==> src/rtl/ex_stage.sv <==
// ex_stage: execute stage of the 5-stage RV32 pipeline.
//
// It takes the ID/EX register outputs (E suffix) and does the following:
//   - computes the ALU result, the branch/jump target and PCSrcE;
//   - runs MUL through an iterative 32-step shift-add multiplier;
//   - ends in the EX/MEM pipeline register (M suffix).
//
// Ports:
//   clk, reset          clock and synchronous active-high reset
//   RegWriteE, MemWriteE, JumpE, BranchE, ALUSrcE, MulE, ResultSrcE,
//   ALUControlE, RdE    control and destination register from ID/EX
//   RD1E, RD2E, PCE, ImmExtE, PCPlus4E
//                       operands, PC, immediate and PC+4
//   PCSrcE, PCTargetE   fetch redirect and target (combinational)
//   StallE              high while a MUL occupies EX (combinational)
//   RegWriteM, MemWriteM, ResultSrcM, RdM, ALUResultM, WriteDataM, PCPlus4M
//                       EX/MEM register outputs
//
// Optional build macro EX_FORWARD_EN:
//   - adds the ForwardAE, ForwardBE and ResultW ports;
//   - selects forwarded operands for the ALU, WriteDataM and the multiplier.
module ex_stage #(
    parameter int DATA_W = 32
) (
    input  logic              clk,
    input  logic              reset,
    input  logic              RegWriteE,
    input  logic              MemWriteE,
    input  logic              JumpE,
    input  logic              BranchE,
    input  logic              ALUSrcE,
    input  logic              MulE,
    input  logic [1:0]        ResultSrcE,
    input  logic [2:0]        ALUControlE,
    input  logic [4:0]        RdE,
    input  logic [DATA_W-1:0] RD1E,
    input  logic [DATA_W-1:0] RD2E,
    input  logic [DATA_W-1:0] PCE,
    input  logic [DATA_W-1:0] ImmExtE,
    input  logic [DATA_W-1:0] PCPlus4E,
`ifdef EX_FORWARD_EN
    input  logic [1:0]        ForwardAE,
    input  logic [1:0]        ForwardBE,
    input  logic [DATA_W-1:0] ResultW,
`endif
    output logic              PCSrcE,
    output logic [DATA_W-1:0] PCTargetE,
    output logic              StallE,
    output logic              RegWriteM,
    output logic              MemWriteM,
    output logic [1:0]        ResultSrcM,
    output logic [4:0]        RdM,
    output logic [DATA_W-1:0] ALUResultM,
    output logic [DATA_W-1:0] WriteDataM,
    output logic [DATA_W-1:0] PCPlus4M
);

    typedef enum logic [1:0] {IDLE, BUSY, DONE} mul_state_t;

    mul_state_t        mul_state;
    logic [4:0]        mul_cnt;
    logic [DATA_W-1:0] mul_acc;
    logic [DATA_W-1:0] mul_mcand;
    logic [DATA_W-1:0] mul_mplier;

    logic [DATA_W-1:0] src_a;
    logic [DATA_W-1:0] fwd_b;
    logic [DATA_W-1:0] src_b;
    logic [DATA_W-1:0] alu_res;
    logic              ZeroE;

    // Operands are taken as signed so that slt is a true signed compare.
    // srl uses >> (logical), not >>>.
    function automatic logic [DATA_W-1:0] alu(
        input logic [2:0]               op,
        input logic signed [DATA_W-1:0] a,
        input logic signed [DATA_W-1:0] b
    );
        case (op)
            3'b000:  alu = a + b;
            3'b001:  alu = a - b;
            3'b010:  alu = a & b;
            3'b011:  alu = a | b;
            3'b100:  alu = a ^ b;
            3'b101:  alu = {{(DATA_W-1){1'b0}}, (a < b)};
            3'b110:  alu = a << b[4:0];
            default: alu = a >> b[4:0];
        endcase
    endfunction

`ifdef EX_FORWARD_EN
    always_comb begin
        case (ForwardAE)
            2'b01:   src_a = ResultW;
            2'b10:   src_a = ALUResultM;
            default: src_a = RD1E;
        endcase
        case (ForwardBE)
            2'b01:   fwd_b = ResultW;
            2'b10:   fwd_b = ALUResultM;
            default: fwd_b = RD2E;
        endcase
    end
`else
    assign src_a = RD1E;
    assign fwd_b = RD2E;
`endif

    assign src_b     = ALUSrcE ? ImmExtE : fwd_b;
    assign alu_res   = alu(ALUControlE, src_a, src_b);
    assign ZeroE     = (alu_res == '0);
    assign PCSrcE    = JumpE | (BranchE & ZeroE);
    assign PCTargetE = PCE + ImmExtE;
    assign StallE    = ((mul_state == IDLE) && MulE) || (mul_state == BUSY);

    // Multiplier: one shift-add step per BUSY cycle.
    // Only the low DATA_W bits of the product are kept.
    always_ff @(posedge clk) begin
        if (reset) begin
            mul_state  <= IDLE;
            mul_cnt    <= '0;
            mul_acc    <= '0;
            mul_mcand  <= '0;
            mul_mplier <= '0;
        end else begin
            case (mul_state)
                IDLE: begin
                    if (MulE) begin
                        mul_mcand  <= src_a;
                        mul_mplier <= fwd_b;
                        mul_acc    <= '0;
                        mul_cnt    <= '0;
                        mul_state  <= BUSY;
                    end
                end
                BUSY: begin
                    if (mul_mplier[0])
                        mul_acc <= mul_acc + mul_mcand;
                    mul_mcand  <= mul_mcand << 1;
                    mul_mplier <= mul_mplier >> 1;
                    mul_cnt    <= mul_cnt + 5'd1;
                    if (mul_cnt == 5'd31)
                        mul_state <= DONE;
                end
                default: mul_state <= IDLE;
            endcase
        end
    end

    // EX/MEM boundary: a stalled cycle writes a bubble.
    // In DONE, ID/EX still holds the MUL, so its controls retire along with
    // the product.
    always_ff @(posedge clk) begin
        if (reset || StallE) begin
            RegWriteM  <= 1'b0;
            MemWriteM  <= 1'b0;
            ResultSrcM <= 2'b00;
            RdM        <= '0;
            ALUResultM <= '0;
            WriteDataM <= '0;
            PCPlus4M   <= '0;
        end else begin
            RegWriteM  <= RegWriteE;
            MemWriteM  <= MemWriteE;
            ResultSrcM <= ResultSrcE;
            RdM        <= RdE;
            ALUResultM <= (mul_state == DONE) ? mul_acc : alu_res;
            WriteDataM <= fwd_b;
            PCPlus4M   <= PCPlus4E;
        end
    end

endmodule

==> config.mk <==
export PLATFORM = sky130hd
export DESIGN_NAME = ex_stage
export DESIGN_NICKNAME = d
export VERILOG_FILES = /design/src/rtl/ex_stage.sv
export SDC_FILE = /design/constraint.sdc
export NUM_CORES = 1
export LEC_CHECK = 0
export BUFFER_PORTS_ARGS = -buffer_cell sky130_fd_sc_hd__buf_2
export CAP_MARGIN = 20
export CORE_MARGIN = 3
export CORE_UTILIZATION = 50
export CTS_BUF_LIST = sky130_fd_sc_hd__clkbuf_8
export CTS_CLUSTER_DIAMETER = 80
export DETAILED_ROUTE_END_ITERATION = 10
export MAX_ROUTING_LAYER = met4
export PLACE_DENSITY = 0.82
export SETUP_SLACK_MARGIN = 0.2
export SLEW_MARGIN = 10
export SYNTH_ARGS = -nofsm -noshare
export SYNTH_HDL_FRONTEND = slang
export SYNTH_SLANG_ARGS = --single-unit
==> constraint.sdc <==
create_clock -name clk -period 7.75 [get_ports clk]
set_clock_uncertainty 0.05 [all_clocks]
set_input_delay 1.1625 -clock clk [delete_from_list [all_inputs] [get_ports clk]]
set_output_delay 1.1625 -clock clk [all_outputs]
set_load 0.05 [all_outputs]
# --- After elaboration in Yosys (flattened, before gate mapping) ---
# Cells that the tools add are included.
op_classes:
  addsub: 5
  order_cmp: 1
  n_eq_ne: 12
  shift: 2
  muxes: 15
  bitwise: 5
  reduce_logical: 10
ops:
  columns: ["cell", "count"]
  rows:
  - ["case mux 32 bit (7 select lines)", 1]
  - ["2-to-1 mux 32 bit", 6]
  - ["case mux 32 bit (2 select lines)", 3]
  - ["adder 32 bit", 3]
  - ["AND 32 bit", 1]
  - ["zero test 32 bit", 1]
  - ["< comparator 32 bit", 1]
  - ["bitwise OR 32 bit", 1]
  - ["<< shifter 32 x 5 -> 32 bit", 1]
  - ["right shift 32 x 5 -> 32 bit", 1]
  - ["subtractor 32 bit", 1]
  - ["bitwise XOR 32 bit", 1]
  - ["case mux 5 bit (2 select lines)", 1]
  - ["== test 3 bit (second input constant)", 3]
  - ["== test 3 x 2 -> 1 bit (second input constant)", 2]
  - ["adder 5 x 1 -> 5 bit (second input constant)", 1]
  - ["== test 5 bit (second input constant)", 1]
  - ["2-to-1 mux 5 bit", 1]
  - ["2-to-1 mux 2 bit", 2]
  - ["!= test 2 bit (second input constant)", 2]
  - ["case mux 2 bit (2 select lines)", 1]
  - ["AND reduction 2 bit", 2]
  - ["== test 3 x 1 -> 1 bit (second input constant)", 1]
  - ["zero test 3 bit", 1]
  - ["other kinds (10)", 11]
totals:
  regBits: 208
  wordCells: 62

# --- Depth between registers and ports, before layout ---
# Gate-level depths: netlist (run 1).
logic_depth:
  ltp_word: 6
  depth_mapped: 22

# --- Worst setup path after synthesis (run 1) ---
# Ideal clock, no wire load.
synth_path:
  path_kind: "input to output"
  start: "input port ALUSrcE"
  end: "output port PCSrcE"
  arrival_time_ns: 6.973
  slack_ns: -0.436
  path_stages: 18
  path_cell_list: "buf_6 buf_1 buf_1 mux2i_1 ha_1 buf_2 or4b_1 or3_1 a2111oi_2 o31a_1 o211ai_1 a32o_1 a2111oi_0 a21oi_1 nor2_1 nand4_1 or4_1 o31ai_1"
synth_via:
  elab_chain_cells: 6
  elab_cells_between_ends: 13
synth_lines:
  columns: ["item", "line", "rtl"]
  rows:
  - ["from (decl)", "31", "input logic ALUSrcE,"]
  - ["2-to-1 mux 32 bit *", "109", "assign src_b = ALUSrcE ? ImmExtE : fwd_b;"]
  - ["subtractor 32 bit (tied with other cells)", "81", "3'b001: alu = a - b;"]
  - ["case mux 32 bit (7 select lines) *", "79", "case (op)"]
  - ["zero test 32 bit *", "111", "assign ZeroE = (alu_res == '0);"]
  - ["AND 1 bit *", "112", "assign PCSrcE = JumpE | (BranchE & ZeroE);"]
  - ["bitwise OR 1 bit *", "112", null]
  - ["to (decl)", "46", "output logic PCSrcE,"]
# Mark *: on every way between the ends. The rest lies on a longest branch, timed or not.

# --- Worst setup path in the final report (run 1) ---
# Same ends and word-level chain as after synthesis.

==> results of run 1 <==
## state kept, by name (all words and copies together) (netlist names)
signal,flops
ResultSrcM,2
PCPlus4M,32
ALUResultM,32
mul_cnt,5
MemWriteM,1
mul_mplier,32
mul_mcand,32
RegWriteM,1
mul_state,2
mul_acc,32
RdM,5
WriteDataM,32
## cell usage after synthesis (7+ instances only)
cell type    n
dfxtp_1    208
o211ai_1    24
a22o_1       9
o21ai_0     88
mux2i_1    130
nand3b_1     7
nand2b_1    19
a31oi_1     22
o31ai_1     14
buf_2       23
nand4_1     16
nor2b_1     22
and3_1      11
o22ai_1     22
xor2_1      17
nor2_1     256
a21oi_1    210
nand3_1     44
o221ai_1    10
and2_1      84
ha_1       182
o21a_1      10
o21bai_1    25
a211oi_1    42
inv_1      117
a311oi_1    27
or2_2        8
nand2_1    235
mux4_2      40
a22oi_1     88
nor4_1      14
buf_1       20
nor3_1      55
o22a_1       7
xnor2_1     56
clkbuf_1   126
a221o_1     13
a21o_1      40
or3_1       12
## metal layers
layer  track usage (%)  part of all wire, %
met1              51.2                   37
met2              66.5                   44
met3              8.56                   11
met4              25.4                  7.3
met5                 -                    0
## worst register-to-register path: cells and delay by family, from the launching register on
kind	cells	cell delay (ns)
compound gates	9	2.22
flops	1	0.42
xor+xnor	1	0.21
fa+ha+maj	1	0.27
simple gates	2	0.69
## timing repair
item | 4_1_cts | 5_1_grt
gates resized for setup | 1 | 16
setup buffers | 0 | 0
endpoints found under the setup margin | 1 | 1
hold buffers | 0 | 0
## final cells by class
class / count / area (µm²) / share of cell area, %
Multi-Input combinational cell: 1991 / 14300 / 61.8
Sequential cell: 208 / 4160 / 18.0
Timing Repair Buffer: 468 / 2810 / 12.1
Tap cell: 511 / 639 / 2.77
Clock buffer: 46 / 633 / 2.74
Inverter: 123 / 464 / 2.01
Clock inverter: 19 / 120 / 0.519
Antenna cell: 2 / 5.00 / 0.0216
## power groups by stage
stage                     Sequential (mW)  Clock (mW)  Combinational (mW)
after floorplan                      1.29           0                1.03
after global placement               1.18           0                1.76
after detailed placement             1.18           0                1.77
after CTS                            1.16        1.05                1.78
after global routing                 1.17        1.11                1.93
final                                1.16        1.04                1.85
## path summary, 6_finish.rpt
path | depth (start not counted) | startpoint | end | slack (ns)
setup / recovery | 15 | ALUSrcE | PCSrcE | 0.28
hold / removal | 2 | mul_mplier[25]$_SDFFE_PP0P_ | mul_mplier[25]$_SDFFE_PP0P_ | 0.41
setup reg to reg | 13 | mul_mcand[1]$_SDFFE_PP0P_ | mul_acc[31]$_SDFFE_PP0P_ | 3.74
hold reg to reg | 2 | mul_mplier[25]$_SDFFE_PP0P_ | mul_mplier[25]$_SDFFE_PP0P_ | 0.41
## through the flow
step | cells | instance area [µm²]
2_1_floorplan | 2497 | 19500
3_3_place_gp | 3300 | 22300
3_5_place_dp | 3300 | 22300
4_1_cts | 3365 | 23000
5_1_grt | 3368 | 23100
6_report | 3368 | 23100
## cells by family (layout without fill, tap and decap cells)
family / Yosys count / count (layout) / share of synthesized area (%)
simple gates: 809 / 809 / 19.3
buf+inv: 298 / 656 / 6.04
fa+ha+maj: 186 / 186 / 12.1
xor+xnor: 73 / 73 / 3.28
flops: 208 / 208 / 21.3
mux: 180 / 180 / 12.2
other cells: 0 / 2 / 0
compound gates: 743 / 743 / 25.7
==> results.md, run 1 <==
- Drt initial violations: ~2600
- Core area: about 0.038 mm²
- EDFF count, synth: 0
- CP arrival: 6.26 ns
- Ys Warns: 0
- Pre-CTS setup slack: ~0.11 ns
- Most frequent cells in the layout: 313 x buf_2, 254 x nor2_1, 235 x nand2_1
- Crit-path leading delay family: simple AND/OR/NAND/NOR gates
- TritonCTS clock tree: done
- Final hold violation count: 0
- Seq pwr share: approximately 29%
- Final Power: 4.05 mW
- CP Buf/Inv Count: 3
- VDD IR-drop max: about 0.20 mV
- Clock sinks: ~210
- Setup TNS: 0 ns
- Fmax: between 0.1 and 0.15 GHz
- Clock Latency Late Sink: about 0.62 ns
- Max cap viols: 0
- Endpoints failing setup: 0
- Commonest non-fill, non-tap cell in the layout: buf_2
- Crit end category: output pin
- CTS root buffer: clkbuf_8
- Max Root-Sink Buffers: 3
- Die X: ~200 µm
- Vias per cell: 6.59
- Initial core utilization: approximately half
- Startpoint Class: input pin
- I/O pin total: 317
- TritonCTS buffer count: 38
- Placement Rows: between 70 and 80
- DRC: 0
- Relative slew slack: 22.9%
- Top cell type's share of synthesized area: a little over a fifth
- Run status: completed
- Initial antenna violation count: 3
- Final wirelength: roughly 90 mm
- Final ANT Viol Nets: 0
- Drt pass-1 iters: 6
- Final critical-path required period: ~7.5 ns
- Vias in the first global route: approximately 21000
- Final cycle utilization of the critical path: between 90% and 100%
- FFs w/ async S/R, synth: 0%
- Synth cell types: 85
- Crit-path most repeated cell: buf_4
- Dpl hpwl: between 60 and 70 mm
- Clock-pin slew on the worst setup and hold paths: 0.06 ns
- RSZ-0062 raised after global routing: false
- Clock Power Share: between 20% and 30%
- Final nets: 3194
- Pwr Density: roughly 180 mW/mm²
- Worst hold path type: register to register
- Worst Tran Pin Value: 1.15 ns
- Crit path kind: input pin to output pin
- FILL cells: 3393
- H-tree levels: 2
- Die area: between 0.04 and 0.05 mm²
- GRT Total Usage: a little over two fifths
- Mean Syn Cell Area: 7.82 µm²
- Remaining Overflow, GRT: 0
- Max-slew violation count: 0
- Cell Int Power: 2.30 mW
- WHS: around 0.4 ns
- Synth Register Bits: ~210
- CP Max Fanout: 11
- Port bufs: approximately 320
- Sw frac: 43.3%
- Leakage: ~11 nW
- Syn Nets: between 2000 and 3000
- Routability Congestion: between 1 and 1.5
- CP max stage delay: roughly 0.75 ns
- Register area share after synthesis: a little over a fifth
- Synth Instances: ~2500
- NetSw: roughly 1.8 mW
- Layout cell share with drive strength beyond 1: between 20% and 30%
- Final core occ: about 60%
- Largest net degree at the start of global routing: just under 70
- Critical-path top delay cell: mux2i_1
- Cell taking the most area after synthesis: dfxtp_1
- CP required: around 6.5 ns
- Total number of vias: about 22000
- Post-Syn Area: 0.0195 mm²
- First-pass GRT wire length: ~130 mm
- CP Cell Sequence: buf_4 > buf_4 > mux2i_1 > ha_1 > or3_1 > nand2b_1 > a21oi_1 > nor3_1 > a221o_1 > a221oi_1 > nor3b_1 > nand4_1 > or4_1 > o31ai_4 > clkbuf_4
- Most used DFF post-synth: dfxtp_1
- Die H: 204 µm
- Area grow syn2layout: 18.4%
- Leading post-synthesis cells by cell area: dfxtp_1 21%, ha_1 12%, mux2i_1 6.7%
- Comb pwr share: between 40% and 50%
- WL per Instance: between 20 and 30 µm
- Final worst setup slack: between 0.2 and 0.3 ns
(Power assumes the default switching activity.)
==> inputs of run 2 (changes only) <==
--- a/config.mk
+++ b/config.mk
@@ -19,3 +19,4 @@
 export SYNTH_ARGS = -nofsm -noshare
 export SYNTH_HDL_FRONTEND = slang
 export SYNTH_SLANG_ARGS = --single-unit
+export TNS_END_PERCENT = 5
==> constraint.sdc (replaced) <==
create_clock -name clk -period 7.75 [get_ports clk]
set_clock_uncertainty 0.05 [all_clocks]
set_input_delay 1.55 -clock clk [delete_from_list [all_inputs] [get_ports clk]]
set_output_delay 1.55 -clock clk [all_outputs]
set_load 0.05 [all_outputs]
==> run 2 against run 1 <==
  * Clock-buffer cell count is 3 lower
  * Wire length is 4.2% higher
  * Sequential cell count stayed put
  * Worst hold slack better by 0.0021 ns
  * Sequential share of layout area is 1.5 points lower
  * First-iteration DRC count is 7.8% lower
  * Critical endpoint unchanged
  * Largest cell class unchanged
  * Highest routed layer unchanged
==> results.md, run 2 (synthesis results as in run 1) <==
- Run status: completed
- CP Depth: 18
- Final nets: roughly 3400
- WL per Instance: roughly 26 µm
- TritonCTS buffer count: 37
- Drt pass-1 iters: 7
- Drt initial violations: around 2400
- R2R depth: 13
- Final ANT Viol Nets: 0
- Vias in the first global route: between 20000 and 25000
- WHS: about 0.41 ns
- FILL cells: between 3000 and 4000
- Placed instance area: between 0.02 and 0.025 mm²
- Final core occ: 66.1%
- Crit-path most repeated cell: buf_4
- Remaining Overflow, GRT: 0
- Pre-CTS setup slack: -0.386 ns
- Clock Latency Late Sink: 0.58 ns
- I/O pin total: 317
- Total number of vias: ~23000
- CP required: 6.15 ns
- Finished Cell Area: between 0.02 and 0.03 mm²
- Final hold violation count: 0
- Routability Congestion: ~1.1
- VDD IR-drop max: around 0.18 mV
- Fmax: between 0.1 and 0.15 GHz
- First-pass GRT wire length: ~140 mm
- Core area: approximately 0.038 mm²
- Final critical-path required period: around 7.6 ns
- Layout Cells excl Fill: ~3600
- Dpl hpwl: ~74 mm
- Max cap viols: 0
- Clock sinks: roughly 210
- Pwr Density: between 150 and 200 mW/mm²
- Die H: just over 200 µm
- Most frequent cells in the layout: 385 x buf_4, 313 x buf_2, 253 x nor2_1
- Leakage: about 12 nW
- Area grow syn2layout: 29.0%
- Layout cell share with drive strength beyond 1: roughly 29%
- H-tree levels: 2
- Startpoint Class: input pin
- Die area: 0.0414 mm²
- Relative slew slack: a little under a fifth
- Placed cells: 3535
- Worst Tran Pin Value: roughly 1.2 ns
- Met3 usage in global routing: 8.76%
- Final worst setup slack: approximately 0.11 ns
- Port bufs: between 300 and 400
- Initial core utilization: 51.2%
- Largest net degree at the start of global routing: 68
- CP Max Fanout: 28
- Crit-path leading delay family: buffers and inverters
- Hold path cells: 2
- Final wirelength: 93.6 mm
- Worst hold path type: register to register
- RSZ-0062 raised after global routing: true
- Met1 GRT Util: a little over half
- CP Cell Sequence: buf_8 > buf_4 > mux2i_4 > buf_4 > buf_8 > mux4_2 > mux2i_1 > o22ai_1 > a211oi_2 > buf_4 > nand3_1 > o21bai_1 > a32oi_1 > buf_4 > nand3_1 > or4_4 > o31ai_4 > buf_6
- Clock-pin slew on the worst setup and hold paths: 0.06 ns
- TritonCTS clock tree: done
- Initial antenna violation count: 6
- Hold buffer count at cts: 0
- Max Root-Sink Buffers: 3
- DRC: 0
- Endpoints failing setup: 0
- GRT Max-Usage Layer: met2
- CP max stage delay: 0.53 ns
- Critical-path top delay cell: mux4_2
- Vias per cell: ~6.5
- Commonest non-fill, non-tap cell in the layout: buf_4
- Placement Rows: 71
- Final cycle utilization of the critical path: a little over nine tenths
- Die X: 204 µm
- Crit path kind: input pin to output pin
- CP Buf/Inv Count: 7
- Max-slew violation count: 0
- GRT Total Usage: ~45%
- CP arrival: slightly above 6 ns
- CTS root buffer: clkbuf_8
- Crit end category: output pin
- Met2 GRT Util: about 70%
[run 2: worst paths after layout]
check                         startpoint                     endpoint  slack [ns]
max reg2reg     mul_acc[10]$_SDFFE_PP0P_     mul_acc[29]$_SDFFE_PP0P_        3.88
max                              ALUSrcE                       PCSrcE        0.11
min reg2reg  mul_mplier[30]$_SDFFE_PP0P_  mul_mplier[30]$_SDFFE_PP0P_        0.41
min          mul_mplier[30]$_SDFFE_PP0P_  mul_mplier[30]$_SDFFE_PP0P_        0.41
[run 2: timing repair]
action | CTS | global route
endpoints found under the setup margin | 1 | 1
setup buffers | 3 | 2
gates resized for setup | 47 | 20
pin swaps | 8 | 7
[run 2: metal layers]
| layer | part of all wire, % | vias up | wire (µm) |
|---|---|---|---|
| met3 | 10 | 412 | 9370 |
| met4 | 7.5 | 0 | 7050 |
| met5 | 0 | - | 0 |
| li1 | - | 10267 | - |
| met1 | 37 | 11041 | 34800 |
| met2 | 45 | 1651 | 42400 |
[run 2: worst min-delay path, cell delays in order (launching register included)]
cell and delay [ns]:
dfxtp_1 0.31, nand2_1 0.05, a21oi_1 0.05
[run 2: report_power, final]
group / switching [mW] / internal (mW)
registers: 0.0315 / 1.13
clock network: 0.484 / 0.546
logic: 1.29 / 0.785
[run 2: stage by stage]
| stage | total power [mW] | setup TNS [ns] |
|---|---|---|
| 3_5_place_dp | 3.16 | -0.386 |
| 3_3_place_gp | 3.13 | -0.252 |
| 6_report | 4.27 | 0 |
| 5_1_grt | 4.43 | 0 |
| 4_1_cts | 4.21 | 0 |
| 2_1_floorplan | 2.33 | 0 |
[run 2: final cells by class]
cell class                 count  area [µm²]  area share (%)
timing repair buffer         707        4600            18.3
clock inverter                21         143           0.566
sequential                   208        4160            16.5
antenna                        5        12.5          0.0497
tap                          511         639            2.54
inverter                     123         464            1.84
clock buffer                  43         592            2.35
multi-input combinational   1991       14600            57.8
